## src/rtl/impulse_pkg.sv

```systemverilog
// Shared types and default sizing for the impulse-count readout receiver.
package impulse_pkg;
  localparam int N_CH_DEF    = 8;
  localparam int COUNT_W_DEF = 16;
  localparam int ADDR_W_DEF  = 4;

  typedef enum logic [1:0] {
    IDLE   = 2'd0,
    SHIFT  = 2'd1,
    COMMIT = 2'd2
  } rx_state_t;

  typedef logic [COUNT_W_DEF-1:0] count_t;
endpackage

```

## src/rtl/impulse_rx_deser.sv

```systemverilog
// Word deserialiser: load strobe latches the address, then COUNT_W bits MSB-first,
// then a one-cycle COMMIT during which word/addr are presented with strobe high.
module impulse_rx_deser
  import impulse_pkg::*;
#(
  parameter int COUNT_W = COUNT_W_DEF,
  parameter int ADDR_W  = ADDR_W_DEF
) (
  input  logic              clk,
  input  logic              reset,
  input  logic              serial_in,
  input  logic              sl_in,
  input  logic [ADDR_W-1:0] addr_in,
  output logic [COUNT_W-1:0] word,
  output logic [ADDR_W-1:0] addr,
  output logic              strobe,
  output logic              abort
);
  localparam int CNT_W = $clog2(COUNT_W + 1);

  rx_state_t          state;
  logic [CNT_W-1:0]   cnt;
  logic [COUNT_W-1:0] sr;
  logic [ADDR_W-1:0]  addr_q;

  always_ff @(posedge clk) begin
    if (reset) begin
      state  <= IDLE;
      cnt    <= '0;
      sr     <= '0;
      addr_q <= '0;
    end else begin
      case (state)
        IDLE: begin
          if (sl_in) begin
            addr_q <= addr_in;
            cnt    <= '0;
            state  <= SHIFT;
          end
        end
        SHIFT: begin
          // An early load abandons the partial word and starts over
          if (sl_in) begin
            addr_q <= addr_in;
            cnt    <= '0;
          end else begin
            sr  <= {sr[COUNT_W-2:0], serial_in};
            cnt <= cnt + 1'b1;
            if (cnt == CNT_W'(COUNT_W - 1)) state <= COMMIT;
          end
        end
        COMMIT: begin
          if (sl_in) begin
            addr_q <= addr_in;
            cnt    <= '0;
            state  <= SHIFT;
          end else begin
            state <= IDLE;
          end
        end
        default: state <= IDLE;
      endcase
    end
  end

  assign word   = sr;
  assign addr   = addr_q;
  assign strobe = (state == COMMIT);
  assign abort  = (state == SHIFT) && sl_in;
endmodule

```

## src/rtl/impulse_count_receiver.sv

```systemverilog
// Receiver top: count bank, received-mask, sticky flags and registered read port.
// IMPULSE_RX_SNAPSHOT_EN: double-buffer the bank so reads see whole completed frames.
module impulse_count_receiver
  import impulse_pkg::*;
#(
  parameter int N_CH    = N_CH_DEF,
  parameter int COUNT_W = COUNT_W_DEF,
  parameter int ADDR_W  = ADDR_W_DEF
) (
  input  logic               clk,
  input  logic               reset,
  input  logic               serial_in,
  input  logic               sl_in,
  input  logic [ADDR_W-1:0]  addr_in,
  input  logic               ovf_global_in,
  input  logic               ovf_rtc_in,
  input  logic [ADDR_W-1:0]  rd_addr,
  output logic [COUNT_W-1:0] rd_data,
  output logic               word_valid,
  output logic [ADDR_W-1:0]  word_addr,
  output logic               frame_done,
  output logic               ovf_global,
  output logic               ovf_rtc,
  output logic               err
);
  localparam int IDX_W = (N_CH > 1) ? $clog2(N_CH) : 1;

  logic [COUNT_W-1:0] word;
  logic [ADDR_W-1:0]  waddr;
  logic               strobe, abort;

  impulse_rx_deser #(.COUNT_W(COUNT_W), .ADDR_W(ADDR_W)) u_deser (
    .clk       (clk),
    .reset     (reset),
    .serial_in (serial_in),
    .sl_in     (sl_in),
    .addr_in   (addr_in),
    .word      (word),
    .addr      (waddr),
    .strobe    (strobe),
    .abort     (abort)
  );

  logic              addr_ok, rd_ok, commit_ok, rtc_q;
  logic [IDX_W-1:0]  widx, ridx;
  logic [ADDR_W-1:0] last_addr;
  logic [N_CH-1:0]   mask, mask_next;

  assign addr_ok   = {1'b0, waddr} < (ADDR_W+1)'(N_CH);
  assign rd_ok     = {1'b0, rd_addr} < (ADDR_W+1)'(N_CH);
  assign widx      = waddr[IDX_W-1:0];
  assign ridx      = rd_addr[IDX_W-1:0];
  assign commit_ok = strobe && addr_ok;

  // word_valid/word_addr come straight off the COMMIT state register
  assign word_valid = commit_ok;
  assign word_addr  = commit_ok ? waddr : last_addr;

  always_comb begin
    mask_next = mask;
    if (commit_ok) mask_next[widx] = 1'b1;
  end

`ifdef IMPULSE_RX_SNAPSHOT_EN
  logic [N_CH-1:0][COUNT_W-1:0] shadow;
`endif
  logic [N_CH-1:0][COUNT_W-1:0] rbank;

  always_ff @(posedge clk) begin
    if (reset) begin
`ifdef IMPULSE_RX_SNAPSHOT_EN
      shadow     <= '0;
`endif
      rbank      <= '0;
      mask       <= '0;
      frame_done <= 1'b0;
      last_addr  <= '0;
      ovf_global <= 1'b0;
      ovf_rtc    <= 1'b0;
      rtc_q      <= 1'b0;
      err        <= 1'b0;
      rd_data    <= '0;
    end else begin
      if (commit_ok) last_addr <= waddr;
`ifdef IMPULSE_RX_SNAPSHOT_EN
      if (commit_ok) shadow[widx] <= word;
      // shadow already holds the completing word by the time frame_done is high
      if (frame_done) rbank <= shadow;
`else
      if (commit_ok) rbank[widx] <= word;
`endif
      if (commit_ok && (&mask_next)) begin
        mask       <= '0;
        frame_done <= 1'b1;
      end else begin
        mask       <= mask_next;
        frame_done <= 1'b0;
      end
      if (abort || (strobe && !addr_ok)) err <= 1'b1;
      if (strobe && ovf_global_in) ovf_global <= 1'b1;
      rtc_q <= ovf_rtc_in;
      if (ovf_rtc_in && !rtc_q) ovf_rtc <= 1'b1;
      // Reads the pre-write bank, so a same-cycle commit returns the old value
      rd_data <= rd_ok ? rbank[ridx] : '0;
    end
  end
endmodule

```

## config.mk

```make
export PLATFORM = sky130hd
export DESIGN_NAME = impulse_count_receiver
export DESIGN_NICKNAME = d
export VERILOG_FILES = /design/src/rtl/impulse_pkg.sv /design/src/rtl/impulse_rx_deser.sv /design/src/rtl/impulse_count_receiver.sv
export SDC_FILE = /design/constraint.sdc
export NUM_CORES = 1
export LEC_CHECK = 0
export ABC_AREA = 1
export BUFFER_PORTS_ARGS = -buffer_cell sky130_fd_sc_hd__buf_2
export CORE_ASPECT_RATIO = 0.75
export CORE_UTILIZATION = 49
export CTS_BUF_LIST = sky130_fd_sc_hd__clkbuf_4 sky130_fd_sc_hd__clkbuf_8
export CTS_CLUSTER_SIZE = 14
export DETAILED_ROUTE_END_ITERATION = 10
export PLACE_DENSITY = 0.69
export SYNTH_ARGS = -nofsm -noshare
export SYNTH_HDL_FRONTEND = slang
export SYNTH_SLANG_ARGS = --single-unit
```

## constraint.sdc

```tcl
create_clock -name clk -period 1.5 [get_ports clk]
set_clock_uncertainty 0.15 [all_clocks]
set_input_delay 0.15 -clock clk [delete_from_list [all_inputs] [get_ports clk]]
set_output_delay 0.15 -clock clk [all_outputs]
set_load 0.02 [all_outputs]
```

After elaboration in Yosys (flattened, before gate mapping)

Cells that the tools add are included.

Flip-flop bits (word level): 188
Input bits: 14

Add/subtract/negate cells: 1
$lt $le $gt $ge: 5
Equal/unequal tests: 7
Muxes and demuxes: 18
Bitwise logic cells: 3
Reduce and logical (&&, ||, !) cells: 21

Operators by type and width:

| cell                                                               | number |
|---|---|
| bitwise mux 128 bit                                                | 1 |
| binary-select mux 16 bit (select 3 bit)                            | 1 |
| demux 16 bit (select 3 bit)                                        | 1 |
| 2-to-1 mux 16 bit                                                  | 2 |
| 2-to-1 mux 5 bit                                                   | 2 |
| one-hot mux 5 bit (2 select lines)                                 | 1 |
| less-than comparator 3 x 4 -> 1 bit (second input constant)        | 2 |
| less-than comparator 4 bit (second input constant)                 | 2 |
| 2-to-1 mux 8 bit                                                   | 1 |
| OR 8 bit                                                           | 1 |
| AND reduction 8 bit                                                | 1 |
| logical AND 1 bit                                                  | 7 |
| 2-to-1 mux 2 bit                                                   | 3 |
| one-hot mux 2 bit (3 select lines)                                 | 1 |
| AND reduction 2 bit                                                | 3 |
| OR reduction 2 bit                                                 | 3 |
| adder 5 x 1 -> 5 bit (second input constant)                       | 1 |
| == test 5 x 4 -> 1 bit (second input constant)                     | 1 |
| 2-to-1 mux 4 bit                                                   | 1 |
| != test 2 x 1 -> 1 bit (second input constant)                     | 2 |
| != test 2 bit (second input constant)                              | 2 |
| demux 1 bit (select 3 bit)                                         | 1 |
| greater-or-equal comparator 3 x 1 -> 1 bit (second input constant) | 1 |
| 2-to-1 mux 1 bit                                                   | 3 |
| 9 further kinds                                                    | 11 |

Longest topological paths before layout

Gate-level depths: netlist of run 1.

Depth after elaboration: 9
Mapped depth: 11

By module

A second synthesis of run 1 with hierarchy kept.

Cells, all modules: 1,042
Area total of the unflattened synthesis: 7,546.0 um^2

Modules (own cells, without submodules):

| module                 | times used | cells each | area an instance (um^2) | seq. area each (um^2) |
|---|---|---|---|---|
| impulse_count_receiver | 1          | 908        | 6,502.5                 | 3,223.1 |
| impulse_rx_deser       | 1          | 134        | 1,043.5                 | 540.5 |

Worst setup path after synthesis of run 1

OpenSTA, ideal clock, no wires.

Kind: register to output
Start: register u_deser.state[0]
End: output port word_addr[1]
Arrival: 1.226 ns
Path slack: -0.026 ns
Cell stages (with the launch flop): 7
Buffers on the path: 2
Cell sequence: dfxtp_1 -> inv_2 -> nand2_1 -> nor2_2 -> buf_4 -> buf_2 -> a21oi_1

Cells in the longest elaborated chain, start to end: 3

Ends and longest elaborated chain:

| element                | RTL line                     | text |
|---|---|---|
| from (decl)            | impulse_rx_deser.sv:21       | `rx_state_t state;` |
| from (signal assigned) | impulse_rx_deser.sv:28       | `state <= IDLE;` |
| from (signal assigned) | impulse_rx_deser.sv:38       | `state <= SHIFT;` |
| from (signal assigned) | impulse_rx_deser.sv:49       | `if (cnt == CNT_W'(COUNT_W - 1)) state <= COMMIT;` |
| == test 2 bit          | impulse_rx_deser.sv:68       | `assign strobe = (state == COMMIT);` |
| logical AND 1 bit      | impulse_count_receiver.sv:53 | `assign commit_ok = strobe && addr_ok;` |
| net word_valid         | impulse_count_receiver.sv:19 | `output logic word_valid,` |
| 2-to-1 mux 4 bit       | --                           |  |
| to (decl)              | impulse_count_receiver.sv:20 | `output logic [ADDR_W-1:0] word_addr,` |

The timed path passes the listed nets, and every way through them passes these cells.

Final worst setup path of run 1

Start: register u_deser.state[0]
End: output port word_addr[2]

Cells in the longest elaborated chain, start to end: 3

Ends and longest elaborated chain:

| element           | RTL line |
|---|---|
| == test 2 bit     | impulse_rx_deser.sv:68 |
| logical AND 1 bit | impulse_count_receiver.sv:53 |
| 2-to-1 mux 4 bit  | -- |

No other way between the ends.

==> results.yml, run 1 <==
pwr:
  seqPwrFrac_pct: 51.1
  p_per_area_nw_per_um2: 951
  power.switching_uw: 2540
  vdd_ir_drop_max_mv: 0.738
  swShare_pct: 25.4
  clkPwrFrac_pct: 40.2
  p_int_uw: 7450
  totalPowerFinal_uw: 9990
  comb_power_share_pct: 8.7
  leakage_uw: 0.00405
synth:
  synth_edf_count: 0
  yosysSeqAreaShare_pct: 51.0
  yosysUniqueCellTypes: 23
  synthCells: 953
  yosysWarnings: 0
  synth.avg_cell_area_um2: 7.74
  ys_async_sr_fraction_pct: 0
  syn_area_um2: 7380
  ys_ff_latch: 188
  synth_nets: 969
  synth_top_flop_cell: "dfxtp_1"
grt:
  track_usage_pct: 31.5
  grt_pass1_wl_um: 36900
  grt_pass1_vias: 6881
  antenna_found_initial: 0
  grt-ovfl-total: 0
  grt_max_degree: 42
job:
  cap_violations: 0
cells_and_area:
  layout.nets: 1084
  multi_input_comb_area_um2: 3640
  antennaDiodeCount: 0
  final_util_pct: 72.0
  layout-drive-gt1-share_pct: 30.3
  seqCellArea_um2: 3770
  fin_cells: 1281
  fillCellCount: 1008
  area_delta_synth_final_pct: 42.4
worst_setup_path:
  worstSetupPathType: "flop to output pin"
  critPathArrivalTime_ps: 1620
  path_max_fanout: 4
  worstSetupStartpointType: "flop"
  path_delay_family: "buffers and inverters"
  cp_slowest_cell: "dfxtp_2"
  crit_required_ps: 1200
  cp_num_buf_inv: 4
  cpMostUsedCell: "inv_2"
  slowest_delay_ps: 340
  path_cells: "inv_2, nand2_4, nor2_4, buf_6, or2_4, inv_2, a21oi_2, buf_4"
  cp-end-kind: "output pin"
placement:
  gp_congestion: 0.836
  portBuffers: 38
  place.detailed.hpwl_um: 11500
  dp.cells: 1179
  pre_cts_ws_ps: -168
floorplanning:
  die_area_um2: 15600
  die_width_um: 144
  initial_core_util_pct: 50.5
  num_rows: 38
  coreArea_um2: 14600
  pin_count: 39
  die_y_um: 108
clocking:
  clockBufferDepth: 2
  cts_made_buffers: 17
  clk_latency_ps: 480
  cts-htree-levels: 4
  clk_pin_slew_ps: 100
  cts_root_buf: "clkbuf_8"
  numClockSinks: 188
  cts_tree: "yes"
status:
  outcome: "complete, but fails checks"
  failed_checks: "negative setup slack"
sta:
  maxSlewViolCount: 0
  hold_viol: 0
  worst_slack_ps: -420
  period_share_pct: 128
  rsz0062_at_grt: "true"
  setup-violations-final: 144
  finalSetupTns_ps: -40310
  max_freq_mhz: 521
  worst_pin_slew_ps: 416
  post-route-min-period_ps: 1920
  max_slew_margin_pct: 72.3
routing:
  first_pass_iters: 6
  drtIter0Drc: 830
  wl_per_cell_um: 20.5
  drc_errors: 0
  route.antenna.remaining_nets: 0
  vias: 7584
  wl_um: 26300
  via_per_inst: 5.92
worst_hold_path:
  holdCritPathClass: "input pin to flop"
==> what timing repair did <==
action | in CTS | in global routing
setup endpoints to repair | 108 | 158
buffers inserted | 25 | 13
cloned | 17 | 9
hold buffers | 13 | 1
pin swaps | 11 | 28
resized for setup | 190 | 137
hold endpoints to repair | 28 | 2
==> worst reg2reg max path, stage by stage, from the launching register on <==
cell	delay, ps
dfxtp_2	340
inv_2	80
nand2_4	70
nor2_4	110
buf_4	130
buf_6	110
buf_12	160
nand2_8	90
nand2_4	90
nand2_2	60
nor2_2	120
nand2_2	90
nand2_4	120
nor2_1	50
==> power by group through the flow <==
stage          Combinational, uW  Sequential (uW)  Clock [uW]
2_1_floorplan                376             5230           0
3_3_place_gp                 655             5200           0
3_5_place_dp                 656             5210           0
4_1_cts                      730             5090        3960
5_1_grt                      918             5110        4240
6_report                     865             5110        4010
==> area by class of cell <==
type | instances | share of cell area [%]
repair buffers | 166 | 19.5
clock buffers | 20 | 2.50
clock inverters | 12 | 2.00
inverters | 75 | 3.13
flip-flops and latches | 188 | 35.9
well taps | 200 | 2.38
multi-input cells | 620 | 34.6
==> cells in the final DEF (no fill, tap or decap), drive strengths merged <==
| cell type | count |
|---|---|
| a211oi | 3 |
| a21oi | 173 |
| and2 | 1 |
| buf | 145 |
| bufinv | 5 |
| clkbuf | 28 |
| clkinv | 3 |
| clkinvlp | 3 |
| dfxtp | 188 |
| dlygate4sd3 | 12 |
| dlymetal6s4s | 1 |
| ha | 2 |
| inv | 76 |
| mux2i | 16 |
| nand2 | 55 |
| nand3 | 18 |
| nand3b | 1 |
| nor2 | 131 |
| o21ai | 201 |
| o22ai | 17 |
| or2 | 2 |
==> Yosys cell counts (2+ instances only) <==
master,n,area (um^2)
a211oi_1,3,22.5
a21oi_1,173,866
buf_1,2,7.51
buf_2,22,110
buf_4,6,45.0
clkbuf_1,40,150
dfxtp_1,188,3760
ha_1,2,25.0
inv_1,69,259
inv_2,6,22.5
mux2i_1,16,160
nand2_1,53,199
nand2_2,2,12.5
nand3_1,18,90.1
nor2_1,128,480
nor2_2,2,12.5
o21ai_0,198,991
o21ai_1,3,15.0
o22ai_1,17,106
or2_2,2,12.5
==> per-stage QoR <==
stage | hold WS, ps | instance area [um^2]
6_report | 75.8 | 10500
5_1_grt | 71.6 | 10500
4_1_cts | 70.4 | 9800
3_5_place_dp | 226 | 8140
3_3_place_gp | 215 | 8140
2_1_floorplan | 125 | 7380
==> sequential cells by signal, summed over array words and instances (netlist names) <==
signal / flops
rbank: 128
rd_data: 16
u_deser.word: 16
mask: 8
u_deser.cnt: 5
last_addr: 4
u_deser.addr: 4
u_deser.state: 2
err: 1
frame_done: 1
ovf_global: 1
ovf_rtc: 1
rtc_q: 1
==> final timing paths <==
kind	start	to	slack [ps]	depth (start not counted)
setup / recovery	u_deser.state[0]	word_addr[2]	-420	8
hold reg to reg	rbank[91]	rbank[91]	300	2
hold / removal	reset	rbank[117]	80	3
setup reg to reg	u_deser.state[0]	mask[3]	-400	13
==> metal layers <==
metal,wire length [um],global-route usage (%)
met1,11000,41.4
met2,11800,50.3
met3,2310,7.40
met4,1160,11.8
met5,0,0
==> cells by family (layout without fill, tap and decap cells) <==
family | after synthesis | count (layout) | synth area share (%)
AOI/OAI and AO/OA | 394 | 394 | 27.1
and+or+nand+nor | 208 | 208 | 11.3
adders and majority gates | 2 | 2 | 0.339
muxes | 16 | 16 | 2.17
DFF | 188 | 188 | 51.0
buffers and inverters | 145 | 273 | 8.06
Power figures use the tool's default switching activity.
==> inputs of run 2 (changes only) <==
- CORE_UTILIZATION: 49 -> 50
- CTS_BUF_LIST: sky130_fd_sc_hd__clkbuf_4 sky130_fd_sc_hd__clkbuf_8 -> not set
- PLACE_DENSITY: 0.69 -> 0.7
- SLEW_MARGIN: not set -> 20
==> run 2 against run 1 <==
Effect of this change:
- the run still ends with negative setup slack left
- design area shrank 2.9%
- non-clock buffer count shrank 31
- critical path depth unchanged
- register-to-register slack gained 70 ps
- clock power grew 15%
- utilization is 1.4 points lower
- sequential share of layout area increased by 1.1 points
- critical path type unchanged
- largest cell class unchanged
- largest power group unchanged
- highest routed layer unchanged
==> results.yml, run 2 (synthesis results as in run 1) <==
routing:
  wl_um: 24800
  first_pass_iters: 7
  top_layer_used: "met4"
  vias: 7273
  drc_errors: 0
  wl_met2_um: 11200
  via_per_inst: 5.82
  drtIter0Drc: 892
  route.antenna.remaining_nets: 0
  drt-met1-wl_um: 10900
  wl_per_cell_um: 19.9
  dr_wl_met3_um: 2210
floorplanning:
  num_rows: 38
  initial_core_util_pct: 51.0
  pin_count: 39
  die_y_um: 107
  die_area_um2: 15200
  die_width_um: 142
  coreArea_um2: 14500
worst_hold_path:
  worstHoldStart: "rd_addr[3]"
  min_to: "rd_data[0]"
  worstHoldPathCells: 5
  holdCritPathClass: "input pin to flop"
pwr:
  p_int_uw: 7950
  totalPowerFinal_uw: 10500
  clkPwrFrac_pct: 44.0
  swShare_pct: 24.2
  seqPwrFrac_pct: 48.7
  p_per_area_nw_per_um2: 1030
  vdd_ir_drop_max_mv: 0.702
  leakage_uw: 0.00385
  power.switching_uw: 2530
  comb_power_share_pct: 7.3
cells_and_area:
  layout.nets: 1053
  fillCellCount: 1092
  final_common_cell: "dfxtp_1"
  final_cell_mix: "182 x dfxtp_1, 122 x a21oi_1, 112 x nor2_1, 112 x o21ai_0, 64 x inv_1"
  seqCellArea_um2: 3770
  layout-drive-gt1-share_pct: 30.2
  antennaDiodeCount: 0
  largest_reg_flops: 128
  largest_register: "rbank"
  multi_input_comb_area_um2: 3690
  area_delta_synth_final_pct: 38.3
sta:
  rsz0062_at_grt: "true"
  period_share_pct: 123
  worst_slack_ps: -341
  max_slew_margin_pct: 70.7
  post-route-min-period_ps: 1840
  maxSlewViolCount: 0
  hold_viol: 0
  max_freq_mhz: 543
  setup-violations-final: 122
  worst_pin_slew_ps: 439
  hold_slack_ps: 53.8
grt:
  grt_pass1_vias: 6595
  grt_pass1_wl_um: 35000
  antenna_found_initial: 0
  grt_max_degree: 66
  grt-ovfl-total: 0
  track_usage_pct: 30.7
worst_setup_path:
  worstSetupStartpointType: "flop"
  reg2reg_slack_ps: -330
  worstReg2RegEnd: "mask[1]"
  crit_required_ps: 1200
  critPathArrivalTime_ps: 1540
  reg2reg_depth: 13
  cp-end-kind: "output pin"
  reg2reg_from: "u_deser.state[0]"
  worstSetupPathType: "flop to output pin"
  path_max_fanout: 5
clocking:
  cts_root_buf: "clkbuf_16"
  clk_latency_ps: 440
  cts_tree: "yes"
  numClockSinks: 188
  cts-htree-levels: 4
  cts_made_buffers: 17
  clk_pin_slew_ps: 70
  clockBufferDepth: 2
status:
  failed_checks: "negative setup slack"
  outcome: "complete, but fails checks"
job:
  cap_violations: 0
placement:
  gp_congestion: 0.816
  portBuffers: 38
  place.detailed.hpwl_um: 11800
## run 2: cell count changes in the layout (fill, tap and decap cells not counted), sizes merged, moves of 2 or more
cell	change
buf	-21
clkbuf	-5
dlygate4sd3	-4
clkinv	+3
inv	-3
bufinv	-2
## run 2: worst max-delay path, stage by stage (launching register included)
cell and delay [ps]:
dfxtp_2 320, inv_2 70, nand2_4 60, nor2_4 90, buf_6 130, or2_4 110
inv_2 40, a21oi_2 130, buf_6 140
## run 2: layout make-up
type                    instances  share of cell area, %
clock inverters                11                   1.41
multi-input cells             620                   36.2
repair buffers                135                   15.4
well taps                     200                   2.45
inverters                      75                   3.20
clock buffers                  20                   4.38
flip-flops and latches        188                   37.0
## run 2: layer usage
layer	vias up	track usage [%]
li1	3396	-
met1	3459	42.3
met2	364	46.6
met3	54	7.68
met4	0	10.3
met5	-	0
## run 2: power by group through the flow
stage / registers (uW) / clock network [uW] / logic (uW)
4_1_cts: 5090 / 4630 / 690
3_3_place_gp: 5200 / 0 / 645
3_5_place_dp: 5210 / 0 / 646
2_1_floorplan: 5230 / 0 / 376
5_1_grt: 5100 / 4870 / 825
6_report: 5100 / 4620 / 766
## run 2: through the flow
step	TNS (ps)	instances	cell area, um^2	util [%]	setup slack [ps]
after global routing	-26840	1249	10200	70.6	-405
after detailed placement	-4500	1170	8060	55.8	-177
after floorplan	-52.1	953	7380	-	-26.0
after global placement	-956	1170	8060	55.8	-86.3
final	-18950	1249	10200	70.6	-341
after CTS	-18080	1248	9660	66.8	-323
## run 2: worst max path at each step
stage | startpoint | to | cells past startpoint
6_report | u_deser.state[0] | word_addr[1] | 8
2_1_floorplan | u_deser.state[0] | word_addr[1] | 6
5_1_grt | u_deser.state[0] | mask[1] | 13
3_3_place_gp | u_deser.state[0] | mask[0] | 11
3_5_place_dp | u_deser.state[0] | mask[6] | 11
4_1_cts | u_deser.state[0] | word_addr[1] | 8
## run 2: what timing repair did
action,CTS,global route
pin swaps,9,51
setup buffers,28,7
hold endpoints to repair,11,0
hold buffers,8,0
gates resized for setup,171,179
setup endpoints to repair,83,166
gates cloned,12,6
